## config.mk

```make
export PLATFORM = sky130hd
export DESIGN_NAME = fifo_stream_drain
export DESIGN_NICKNAME = d
export VERILOG_FILES = /design/src/rtl/fifo_stream_drain.sv
export SDC_FILE = /design/constraint.sdc
export NUM_CORES = 1
export LEC_CHECK = 0
export CAP_MARGIN = 20
export CELL_PAD_IN_SITES_DETAIL_PLACEMENT = 1
export CELL_PAD_IN_SITES_GLOBAL_PLACEMENT = 2
export CORE_AREA = 5 5 106 68
export DETAILED_ROUTE_END_ITERATION = 10
export DIE_AREA = 0 0 111 73
export GPL_ROUTABILITY_DRIVEN = 0
export GPL_TIMING_DRIVEN = 0
export MAX_ROUTING_LAYER = met4
export PLACE_DENSITY = 0.81
export SLEW_MARGIN = 0
export SYNTH_ARGS = -nofsm -noshare
export SYNTH_HDL_FRONTEND = slang
export SYNTH_SLANG_ARGS = --single-unit
```

## constraint.sdc

```tcl
create_clock -name clk -period 2.9 [get_ports clk]
set_clock_uncertainty 0.05 [all_clocks]
set_input_delay 0.58 -clock clk [delete_from_list [all_inputs] [get_ports clk]]
set_output_delay 0.58 -clock clk [all_outputs]
set_load 0.1 [all_outputs]
```

## src/rtl/fifo_stream_drain.sv

```systemverilog
// fifo_stream_drain: pops a FIFO over Avalon-MM one word at a time and streams it out in bursts.
// Optional stall watchdog: define DRAIN_WATCHDOG_EN.
module fifo_stream_drain #(
    parameter int WIDTH        = 8,
    parameter int BURST_LEN    = 4,
    parameter int READ_LATENCY = 1,
    parameter int TIMEOUT      = 64
) (
    input  logic             clk,
    input  logic             reset,
    input  logic             drain_en,
    output logic [1:0]       avalon_address,
    output logic             avalon_read,
    output logic             avalon_write,
    output logic [WIDTH-1:0] avalon_writedata,
    input  logic [WIDTH-1:0] avalon_readdata,
    input  logic [1:0]       avalon_status,
    output logic [WIDTH-1:0] out_data,
    output logic             out_valid,
    output logic             out_last,
    input  logic             out_ready,
    output logic [15:0]      word_count,
    output logic             stall_err
);
    typedef enum logic [1:0] {IDLE, REQ, WAIT, HOLD} state_t;

    state_t           state_q;
    logic [1:0]       lat_q;
    logic [7:0]       idx_q;
    logic             read_q;
    logic             valid_q;
    logic             last_q;
    logic [WIDTH-1:0] data_q;
    logic [15:0]      count_q;
    logic             go;
    logic             unused_full;

    // full is deliberately ignored; empty is the only status that gates pops
    assign unused_full = avalon_status[1];
    assign go          = drain_en && !avalon_status[0];

    always_ff @(posedge clk or negedge reset) begin
        if (!reset) begin
            state_q <= IDLE;
            lat_q   <= 2'd0;
            idx_q   <= 8'd0;
            read_q  <= 1'b0;
            valid_q <= 1'b0;
            last_q  <= 1'b0;
            data_q  <= '0;
            count_q <= 16'd0;
        end else begin
            read_q <= 1'b0;
            case (state_q)
                IDLE: if (go) begin
                    state_q <= REQ;
                    read_q  <= 1'b1;
                end
                REQ: begin
                    state_q <= WAIT;
                    lat_q   <= 2'(READ_LATENCY - 1);
                end
                WAIT: if (lat_q == 2'd0) begin
                    data_q  <= avalon_readdata;
                    valid_q <= 1'b1;
                    last_q  <= idx_q == 8'(BURST_LEN - 1);
                    state_q <= HOLD;
                end else begin
                    lat_q <= lat_q - 2'd1;
                end
                HOLD: if (out_ready) begin
                    valid_q <= 1'b0;
                    last_q  <= 1'b0;
                    count_q <= count_q + 16'd1;
                    idx_q   <= (idx_q == 8'(BURST_LEN - 1)) ? 8'd0 : idx_q + 8'd1;
                    state_q <= go ? REQ : IDLE;
                    read_q  <= go;
                end
                default: state_q <= IDLE;
            endcase
        end
    end

    assign avalon_address   = 2'b00;
    assign avalon_read      = read_q;
    assign avalon_write     = 1'b0;
    assign avalon_writedata = '0;
    assign out_data         = data_q;
    assign out_valid        = valid_q;
    assign out_last         = last_q;
    assign word_count       = count_q;

`ifdef DRAIN_WATCHDOG_EN
    localparam int WW = $clog2(TIMEOUT + 1);

    logic [WW-1:0] wd_q, wd_d;
    logic          stall_q;

    // saturates at TIMEOUT so the counter cannot wrap back under the threshold
    always_comb
        wd_d = (valid_q && out_ready) ? '0 :
               (valid_q && wd_q != WW'(TIMEOUT)) ? wd_q + WW'(1) : wd_q;

    always_ff @(posedge clk or negedge reset) begin
        if (!reset) begin
            wd_q    <= '0;
            stall_q <= 1'b0;
        end else begin
            wd_q    <= wd_d;
            stall_q <= stall_q | (wd_d == WW'(TIMEOUT));
        end
    end

    assign stall_err = stall_q;
`else
    localparam int unused_timeout = TIMEOUT;
    assign stall_err = 1'b0;
`endif
endmodule

```

==> flow_summary_export.csv <==
group,metric,value,unit
floorplan,number_of_rows_in_the_core_area,23,
grt,grt-busiest-layer,"met2",
yosys,yosys.area_share.simple,16.1,%
floorplan,die_y,73,µm
critical_path,worst_path_class_setup,"register to output pin",
power_and_ir_drop,power.leakage,1.21,nW
critical_path,cp_top_family,"buffers and inverters",
yosys,ys_ff_latch,39,
place,dp_slack,0.624,ns
grt,grt_util_all_layers,12.1,%
sta,grt_setup_unrepaired,"false",
yosys,combinational_family_with_the_most_area_after_synthesis,"simple AND/OR/NAND/NOR gates",
grt,vias_in_the_first_global_route,1471,
floorplan,io-pin-count,53,
sta,hold_slack,0.115,ns
yosys,synth_cells,172,
routing,initialDrtViolationCount,38,
grt,grt_overflow,0,
place,placedInstanceArea,2450,µm²
grt,grt_start_max_net_pins,29,
cells_and_area,finish.utilization,41.0,%
routing,1st_pass_router_iterations,4,
yosys,ranking_of_synthesized_cells_by_area,"sky130_fd_sc_hd__dfrtp_1, sky130_fd_sc_hd__xnor2_1, sky130_fd_sc_hd__buf_4",
sta,setup_viol,0,
power_and_ir_drop,total_power,2.78,mW
floorplan,die_area,8100,µm²
sta,finalCritPeriodShare,88.8,%
yosys,xor_xnor_share_of_the_synthesized_area,9.72,%
place,detailed_place_hpwl,3360,µm
cells_and_area,post-route-cell-area,2580,µm²
grt,gr-usage-met3,4.23,%
critical_path,crit_path_required_time,2.27,ns
floorplan,chipWidth,111,µm
sta,timing.final.max_slew_violations,0,
yosys,yosysWarnings,0,
cells_and_area,layout.cells.most_common_list,"sky130_fd_sc_hd__dfrtp_1, sky130_fd_sc_hd__clkdlybuf4s50_1, sky130_fd_sc_hd__nand2_1",
clock_network,cts_htree_levels,2,
routing,postRouteWirelength,4300,µm
power_and_ir_drop,power_density_normalized_to_cell_area,1080,nW/µm²
critical_path,critPathCaptureType,"output pin",
clock_network,ctsResizeCount,0,
cells_and_area,layout-drive-gt1-share,15.6,%
clock_network,tritoncts,"done",
clock_network,clock_path_buffers,2,
critical_path,worstPathCellList,"clkdlybuf4s50_1",
yosys,post_synth_num_cell_types,31,
cells_and_area,most_frequent_standard_cell_in_the_layout_excluding_fill_and_tap_cells,"sky130_fd_sc_hd__dfrtp_1",
critical_path,timing.critical_path.from_type,"register",
floorplan,floorplan.core_area,6300,µm²
clock_network,insertion_delay,0.29,ns
yosys,ys_seq_area_share,51.6,%
place,dpl_cells,310,
sta,max_clock_freq,0.389,GHz
floorplan,start_util,30.0,%
yosys,synth-compound-area-share,5.16,%
grt,global_routing_usage_on_met2,18.4,%
yosys,syn_area_per_cell,11.0,µm²
critical_path,crit_buf_inv,1,
critical_path,r2r_slack,1.08,ns
grt,antenna_found_initial,0,
grt,grt_pass1_wl,7700,µm
sta,slew-limit-headroom,33.8,%
clock_network,clk_transition_reported_paths,0.08,ns
critical_path,critical_path_peak_fanout,6,
sta,timing.final.crit_period,2.57,ns
cells_and_area,final_net_count,252,
place,placement.io_buffers,39,
cells_and_area,antennaDiodeCount,0,
sta,worst_slew_pin_slew,0.990,ns
routing,route.detailed.vias_per_inst,4.40,
yosys,post_synth_fa_ha_maj_area_fraction,5.29,%
routing,routedWlPerCell,13.5,µm
routing,post-route-drc-count,0,
yosys,synthMuxAreaShare,4.76,%
clock_network,cts_num_sinks,39,
cells_and_area,synthToLayoutAreaGrowth,36.4,%
sta,setup_ws,0.326,ns
outcome,outcome,"complete, no violations",
clock_network,hold_buffers,0,
yosys,yosys.area.top_type_share,51.6,%
routing,antenna_violating_nets_post_route,0,
power_and_ir_drop,worst_ir_drop_vdd,0.704,mV
clock_network,setup_repair_bufs_after_cts,0,
yosys,synth_largest_area_cell,"sky130_fd_sc_hd__dfrtp_1",
clock_network,cts-root-buf,"sky130_fd_sc_hd__clkbuf_8",
yosys,mappedNetlistArea,1890,µm²
critical_path,worst_ep_arrival_time,1.94,ns
sta,finalSetupTns,0,ns
critical_path,crit_slowest_cell,"sky130_fd_sc_hd__clkdlybuf4s50_1",
clock_network,cts_inserted_buffers,5,
critical_path,cp_slowest_stage_delay,1.18,ns
hold_path,hold_class,"primary input to asynchronous set/reset pin",
sta,final-hold-violation-count,0,
routing,route.vias.total,1400,
grt,global_route.usage.met1,15.7,%
flow_run,cap_viol_max_count,0,
cells_and_area,instances_no_fill,318,
==> flip-flops by register name (all words and copies together) (netlist names) <==
name	count
idx_q	8
lat_q	2
avalon_read	1
out_valid	1
word_count	16
out_last	1
state_q	2
out_data	8
==> power breakdown <==
| part | switching [mW] | internal [mW] |
|---|---|---|
| sequential | 0.118 | 0.680 |
| clock | 0.194 | 0.344 |
| combinational | 1.06 | 0.385 |
==> layer usage <==
metal	share of wire [%]	up-vias
met5	0	-
li1	-	676
met1	48	692
met4	0.84	0
met2	46	28
met3	5.1	4
==> final timing paths <==
| kind | cells past startpoint | to | from |
|---|---|---|---|
| worst min-delay path | 1 | word_count[14] | reset |
| worst min register to register | 1 | word_count[15] | word_count[15] |
| min in group clk | 1 | word_count[15] | word_count[15] |
| worst max register to register | 6 | state_q[0] | state_q[0] |
| worst max-delay path | 1 | word_count[6] | word_count[6] |
| max in group asynchronous | 2 | out_data[7] | reset |
==> kinds of logic (layout without fill, tap and decap cells) <==
family	after synthesis	after routing
mux	8	8
fa+ha+maj	8	8
xor+xnor	21	21
buf+inv	22	70
compound gates	15	15
simple gates	58	58
flops	39	39
other cells	1	12
==> synth_stat cells <==
cell                       count
sky130_fd_sc_hd__a21o_1        3
sky130_fd_sc_hd__and2_1        1
sky130_fd_sc_hd__conb_1        1
sky130_fd_sc_hd__ha_1          8
sky130_fd_sc_hd__nand4_2       1
sky130_fd_sc_hd__nor4_4        1
sky130_fd_sc_hd__nor2_1        7
sky130_fd_sc_hd__nand2b_1      2
sky130_fd_sc_hd__and3_1        5
sky130_fd_sc_hd__a31oi_1       1
sky130_fd_sc_hd__nor3_1        5
sky130_fd_sc_hd__buf_4        14
sky130_fd_sc_hd__nand3_1       7
sky130_fd_sc_hd__buf_2         1
sky130_fd_sc_hd__xor2_1        6
sky130_fd_sc_hd__dfrtp_1      39
sky130_fd_sc_hd__nand2_1      20
sky130_fd_sc_hd__o31ai_1       1
sky130_fd_sc_hd__inv_2         1
sky130_fd_sc_hd__a21oi_1       1
sky130_fd_sc_hd__xnor2_1      15
sky130_fd_sc_hd__o21ai_1       2
sky130_fd_sc_hd__o21ai_0       4
sky130_fd_sc_hd__nand4_1       7
sky130_fd_sc_hd__o211ai_1      1
sky130_fd_sc_hd__nand3_2       1
sky130_fd_sc_hd__a222oi_1      1
sky130_fd_sc_hd__a22o_1        1
sky130_fd_sc_hd__mux2_2        8
sky130_fd_sc_hd__nor4_1        1
sky130_fd_sc_hd__inv_1         6
==> cell type report <==
class                           count  area [µm²]
Timing Repair Buffer               40         405
Sequential cell                    39         976
Tap cell                           87         109
Multi-Input combinational cell    122         822
Buffer                             15         110
Fill cell                         690        3720
Clock inverter                      2        60.1
Inverter                            7        26.3
Clock buffer                        6        72.6
(Power assumes the default switching activity.)
